[config.mk]
export PLATFORM = sky130hd
export DESIGN_NAME = sid_pot_multi
export DESIGN_NICKNAME = d
export VERILOG_FILES = /design/src/rtl/sid_pot_multi.sv
export SDC_FILE = /design/constraint.sdc
export NUM_CORES = 1
export LEC_CHECK = 0
export BUFFER_PORTS_ARGS = -buffer_cell sky130_fd_sc_hd__buf_2
export CAP_MARGIN = 0
export CORE_ASPECT_RATIO = 0.8
export CORE_MARGIN = 3
export CORE_UTILIZATION = 48
export DETAILED_ROUTE_END_ITERATION = 10
export GPL_ROUTABILITY_DRIVEN = 1
export MAX_ROUTING_LAYER = met4
export PLACE_DENSITY = 0.67
export SLEW_MARGIN = 20
export SYNTH_ARGS = -nofsm -noshare
export SYNTH_HDL_FRONTEND = slang
export SYNTH_SLANG_ARGS = --single-unit
[constraint.sdc]
create_clock -name clk -period 2.4 [get_ports clk]
set_input_delay 0.12 -clock clk [delete_from_list [all_inputs] [get_ports clk]]
set_output_delay 0.12 -clock clk [all_outputs]
set_load 0.02 [all_outputs]
[src/rtl/sid_pot_multi.sv]
// Multi-channel SID paddle digitiser: a shared discharge/charge window, per-channel
// saturating low-time counters and power-of-two window averaging.
module sid_pot_multi #(
  parameter int NUM_CH   = 2,
  parameter int CNT_W    = 8,
  parameter int MODE     = 0,
  parameter int AVG_LOG2 = 0
) (
  input  logic                    clk,
  input  logic                    rst,
  input  logic                    clkEn,
  input  logic [NUM_CH-1:0]       iPotIn,
  output logic [NUM_CH-1:0]       oPotOe,
  output logic [NUM_CH*CNT_W-1:0] oPotVal,
  output logic                    oValid
);
  localparam int ACC_W = CNT_W + AVG_LOG2;
  // Keep the window counter at least one bit wide so AVG_LOG2=0 stays legal.
  localparam int WC_W  = (AVG_LOG2 > 0) ? AVG_LOG2 : 1;
  localparam logic [WC_W-1:0]  WC_MAX  = WC_W'((1 << AVG_LOG2) - 1);
  localparam logic [CNT_W-1:0] CNT_MAX = {CNT_W{1'b1}};

  typedef enum logic {DISCHARGE = 1'b0, CHARGE = 1'b1} phase_t;

  phase_t            phase, phase_nxt;
  logic [CNT_W-1:0]  tcnt, tcnt_nxt;
  logic [WC_W-1:0]   wcnt;
  logic              last_tick;
  logic [NUM_CH-1:0] sync_a, sync_b, seen, inc;
  logic [CNT_W-1:0]  cnt     [NUM_CH];
  logic [CNT_W-1:0]  cnt_upd [NUM_CH];
  logic [ACC_W-1:0]  acc     [NUM_CH];
  logic [ACC_W-1:0]  sum     [NUM_CH];

  always_ff @(posedge clk) begin
    if (rst) begin
      sync_a <= {NUM_CH{1'b1}};
      sync_b <= {NUM_CH{1'b1}};
    end else begin
      sync_a <= iPotIn;
      sync_b <= sync_a;
    end
  end

  // Pad enable is registered from the next phase so it flips on the same edge as the phase.
  always_ff @(posedge clk) begin
    if (rst) begin
      phase  <= DISCHARGE;
      tcnt   <= '0;
      oPotOe <= {NUM_CH{1'b1}};
    end else begin
      phase  <= phase_nxt;
      tcnt   <= tcnt_nxt;
      oPotOe <= {NUM_CH{phase_nxt == DISCHARGE}};
    end
  end

  always_comb begin
    phase_nxt = phase;
    tcnt_nxt  = tcnt;
    last_tick = 1'b0;
    if (clkEn) begin
      tcnt_nxt = tcnt + CNT_W'(1);
      if (tcnt == CNT_MAX) begin
        last_tick = (phase == CHARGE);
        case (phase)
          DISCHARGE: phase_nxt = CHARGE;
          CHARGE:    phase_nxt = DISCHARGE;
          default:   phase_nxt = DISCHARGE;
        endcase
      end else begin
        phase_nxt = phase;
      end
    end else begin
      tcnt_nxt = tcnt;
    end
  end

  // In first-edge mode a channel stops counting once it has seen its node go high.
  always_comb begin
    for (int n = 0; n < NUM_CH; n++) begin
      inc[n]     = ~sync_b[n] & ((MODE == 0) | ~seen[n]);
      cnt_upd[n] = (inc[n] && (cnt[n] != CNT_MAX)) ? cnt[n] + CNT_W'(1) : cnt[n];
      sum[n]     = acc[n] + ACC_W'(cnt_upd[n]);
    end
  end

  always_ff @(posedge clk) begin
    if (rst) begin
      wcnt    <= '0;
      seen    <= '0;
      oValid  <= 1'b0;
      oPotVal <= '0;
      for (int n = 0; n < NUM_CH; n++) begin
        cnt[n] <= '0;
        acc[n] <= '0;
      end
    end else begin
      oValid <= 1'b0;
      if (clkEn) begin
        if (phase == DISCHARGE) begin
          seen <= '0;
          for (int n = 0; n < NUM_CH; n++) cnt[n] <= '0;
        end else begin
          seen <= last_tick ? '0 : (seen | sync_b);
          for (int n = 0; n < NUM_CH; n++) cnt[n] <= last_tick ? '0 : cnt_upd[n];
        end
        if (last_tick) begin
          wcnt <= (wcnt == WC_MAX) ? '0 : wcnt + WC_W'(1);
          if (wcnt == WC_MAX) begin
            oValid <= 1'b1;
            for (int n = 0; n < NUM_CH; n++) begin
              oPotVal[n*CNT_W +: CNT_W] <= sum[n][AVG_LOG2 +: CNT_W];
              acc[n] <= '0;
            end
          end else begin
            for (int n = 0; n < NUM_CH; n++) acc[n] <= sum[n];
          end
        end
      end
    end
  end

endmodule

==> impl_metrics.tcl <==
set metrics [dict create \
    start_util_pct 52.5 \
    area_delta_synth_final_pct 13.0 \
    critical_path.max_fanout 13 \
    report.final.setup_viol 0 \
    worst_ep_required_time_ns 2.61 \
    timing.final.crit_period_ns 1.95 \
    drive_gt1_share_pct 18.9 \
    synth-edff-count 16 \
    seq_area_frac_synth_pct 52.7 \
    clock.fmax_mhz 512 \
    max_stage_delay_ns 0.41 \
    remaining_drcs 0 \
    start_kind "flip-flop" \
    yosys.area_share.adder_pct 2.40 \
    nFillCells 339 \
    r2r.worst_path.cells 7 \
    post_synth_num_cell_types 39 \
    post-synth-top-count-cell "sky130_fd_sc_hd__nor2_1" \
    start_of_the_worst_register_to_register_path "tcnt[0]" \
    final.setup.tns_ns 0 \
    worst_slew_margin_rel_pct 67.9 \
    critPathBufInv 0 \
    synth-xor-area-share_pct 3.36 \
    insertedDiodeCount 0 \
    route.vias.total 1573 \
    gr-usage-all-layers_pct 18.2 \
    netlist_top_cells_area "sky130_fd_sc_hd__dfxtp_1 (30%), sky130_fd_sc_hd__edfxtp_1 (23%), sky130_fd_sc_hd__nor2_1 (5.9%), sky130_fd_sc_hd__o21ai_0 (4.1%), sky130_fd_sc_hd__mux2i_1 (3.4%)" \
    synth_compound_area_share_pct 12.1 \
    post-route-period-util_pct 81.4 \
    clock_insertion_delay_worst_skew_ns 0.30 \
    yosys.area.top_type "sky130_fd_sc_hd__dfxtp_1" \
    cts.repair_timing.setup_buffer_count 0 \
    grt_overflow_total 0 \
    critical_path_s_most_frequent_cell "sky130_fd_sc_hd__ha_1" \
    cts_tree "yes" \
    synth_top_area_share_pct 29.7 \
    worstSetupEndpointType "flip-flop" \
    grt_first_pass_wirelength_um 7110 \
    cts_inserted_buffers 5 \
    drt_iter0_drc 146 \
    dpl.hpwl_um 3070 \
    ys_async_sr_fraction_pct 0 \
    placement.io_buffers 23 \
    hold_violations 0 \
    maxCapViolations 0 \
    min-delay-start "iPotIn[1]" \
    synth.avg_cell_area_um2 9.99 \
    max_slew.worst_pin.slew_ns 0.481 \
    grt_antenna_before_repair 0 \
    number_of_global_route_vias_before_repair 1502 \
    rows 20 \
    clkTransAtPathRegs_ns 0.08 \
    io_pins 24 \
    rsz0062_at_grt "no" \
    synth_commonest_cells "sky130_fd_sc_hd__nor2_1 (33), sky130_fd_sc_hd__dfxtp_1 (31), sky130_fd_sc_hd__o21ai_0 (17), sky130_fd_sc_hd__edfxtp_1 (16), sky130_fd_sc_hd__nand2_1 (15)" \
    vdd_drop_max_uv 382 \
    die_area_um2 5180 \
    core_area_um2 3980 \
    wl_per_cell_um 14.4 \
    netlist_area_um2 2090 \
    worst-path-stages 7 \
    class_of_the_tightest_hold_or_removal_check "in -> reg" \
    dieWidth_um 79.7 \
    power_density_nw_per_um2 643 \
    critical_path_startpoint "tcnt[0]" \
    setup_slack_on_the_worst_flop_to_flop_path_ns 0.45 \
    clock_path_buffers 2 \
    cts.sinks 47 \
    instances_no_fill 288 \
    ctsRootBufferMaster "sky130_fd_sc_hd__clkbuf_8" \
    final_net_count 241 \
    placed_cells 280 \
    synth_flop_cell "sky130_fd_sc_hd__dfxtp_1" \
    ctsResizeCount 0 \
    via_density 5.46 \
    clock_skew_after_layout_ns 0.00706 \
    synthCells 209 \
    synth.area.mux_share_pct 3.36 \
    outcome "complete, no violations" \
    firstDrtPassIters 4 \
    post_synth_and_or_nand_nor_area_fraction_pct 23.5 \
    cts_htree_levels 2 \
    mappedNetlistNets 218 \
    totalWireLength_um 4150 \
    fp.dieH_um 65.0 \
    cellLeakagePower_nw 0.898 \
    timing.critical_path.cells "ha_1, nand3_1, nor2_1, ha_1, and2_1, nand2b_1, o21ai_0" \
    critPathTopFamily "simple AND/OR/NAND/NOR gates" \
    synth_top_family_by_area "simple AND/OR/NAND/NOR gates" \
    synth.yosys.warnings 0 \
    critPathKind "reg -> reg" \
    globalplace.congestion 0.867 \
    timing_max_transition_violations_final 0 \
    post_drt_antenna_nets 0 \
    min_path_cells 2 \
    worst_ep_arrival_time_ns 2.17 \
    cts_hold_buffers 0 \
    ys_seq_elements 47 \
    slowest_stage "sky130_fd_sc_hd__and2_1" \
    grt_start_max_net_pins 30 \
]
==> routing by layer <==
layer / GRT usage, % / routed length, um
met1: 25.3 / 2090
met2: 26.8 / 1770
met3: 4.03 / 255
met4: 5.27 / 38
met5: - / 0
==> layout by cell type (no fill, tap or decap), types with 2 or more instances in the layout <==
cell type	n
sky130_fd_sc_hd__nand4_1	4
sky130_fd_sc_hd__nand3b_1	4
sky130_fd_sc_hd__ha_1	4
sky130_fd_sc_hd__a211oi_1	3
sky130_fd_sc_hd__clkbuf_8	6
sky130_fd_sc_hd__o211ai_1	3
sky130_fd_sc_hd__dfxtp_1	31
sky130_fd_sc_hd__a21oi_1	5
sky130_fd_sc_hd__mux2i_1	7
sky130_fd_sc_hd__nor3_1	5
sky130_fd_sc_hd__or3_1	4
sky130_fd_sc_hd__o21ai_0	17
sky130_fd_sc_hd__a2111oi_1	2
sky130_fd_sc_hd__nor2_1	33
sky130_fd_sc_hd__and4b_1	3
sky130_fd_sc_hd__nand2_1	15
sky130_fd_sc_hd__xnor2_1	4
sky130_fd_sc_hd__and3_1	3
sky130_fd_sc_hd__buf_2	23
sky130_fd_sc_hd__or4_1	2
sky130_fd_sc_hd__inv_1	4
sky130_fd_sc_hd__or2_2	5
sky130_fd_sc_hd__xor2_1	4
sky130_fd_sc_hd__nand3_1	9
sky130_fd_sc_hd__nand2b_1	2
sky130_fd_sc_hd__edfxtp_1	16
==> power by group <==
group,switching [W],total [W],internal [W]
clock,0.000249,0.000586,0.000337
combinational,0.0000379,0.0000631,0.0000252
sequential,0.0000264,0.000868,0.000842
==> worst paths after layout <==
check                to
max          oPotVal[4]
min           sync_a[1]
max reg2reg  oPotVal[4]
min reg2reg   sync_b[0]
==> kinds of logic after synthesis <==
logic type	Yosys count
AO/OA/AOI/OAI	37
multiplexers	7
flip-flops	47
XOR/XNOR	8
adder cells (fa/ha/maj)	4
AND/OR/NAND/NOR	94
buffers and inverters	12
==> final cells by class <==
type	count	area (um2)	share of cell area (%)
Clock buffer	6	82.6	3.50
Tap cell	55	68.8	2.92
Timing Repair Buffer	24	123	5.20
Inverter	4	15.0	0.636
Multi-Input combinational cell	150	935	39.6
Clock inverter	2	35.0	1.48
Sequential cell	47	1100	46.7
==> sequential cells by signal, summed over array words and instances (netlist names), named ones only <==
signal / flops
cnt: 16
oPotOe: 1
oPotVal: 16
oValid: 1
sync_a: 2
sync_b: 2
tcnt: 8
==> metrics by stage <==
| step | hold WS, ns | utilization [%] | cell area, um2 | power [W] | setup slack, ns |
|---|---|---|---|---|---|
| 6_report | 0.00693 | 59.3 | 2360 | 0.00152 | 0.447 |
| 5_1_grt | 0.0103 | 59.3 | 2360 | 0.00158 | 0.187 |
| 4_1_cts | 0.00283 | 59.3 | 2360 | 0.00153 | 0.445 |
| 3_5_place_dp | 0.308 | 56.4 | 2240 | 0.000949 | 0.479 |
| 3_3_place_gp | 0.304 | 56.4 | 2240 | 0.000945 | 0.593 |
| 2_1_floorplan | 0.224 | - | 2090 | 0.000928 | 0.729 |
Note: power is estimated with default switching activity, not from simulation.
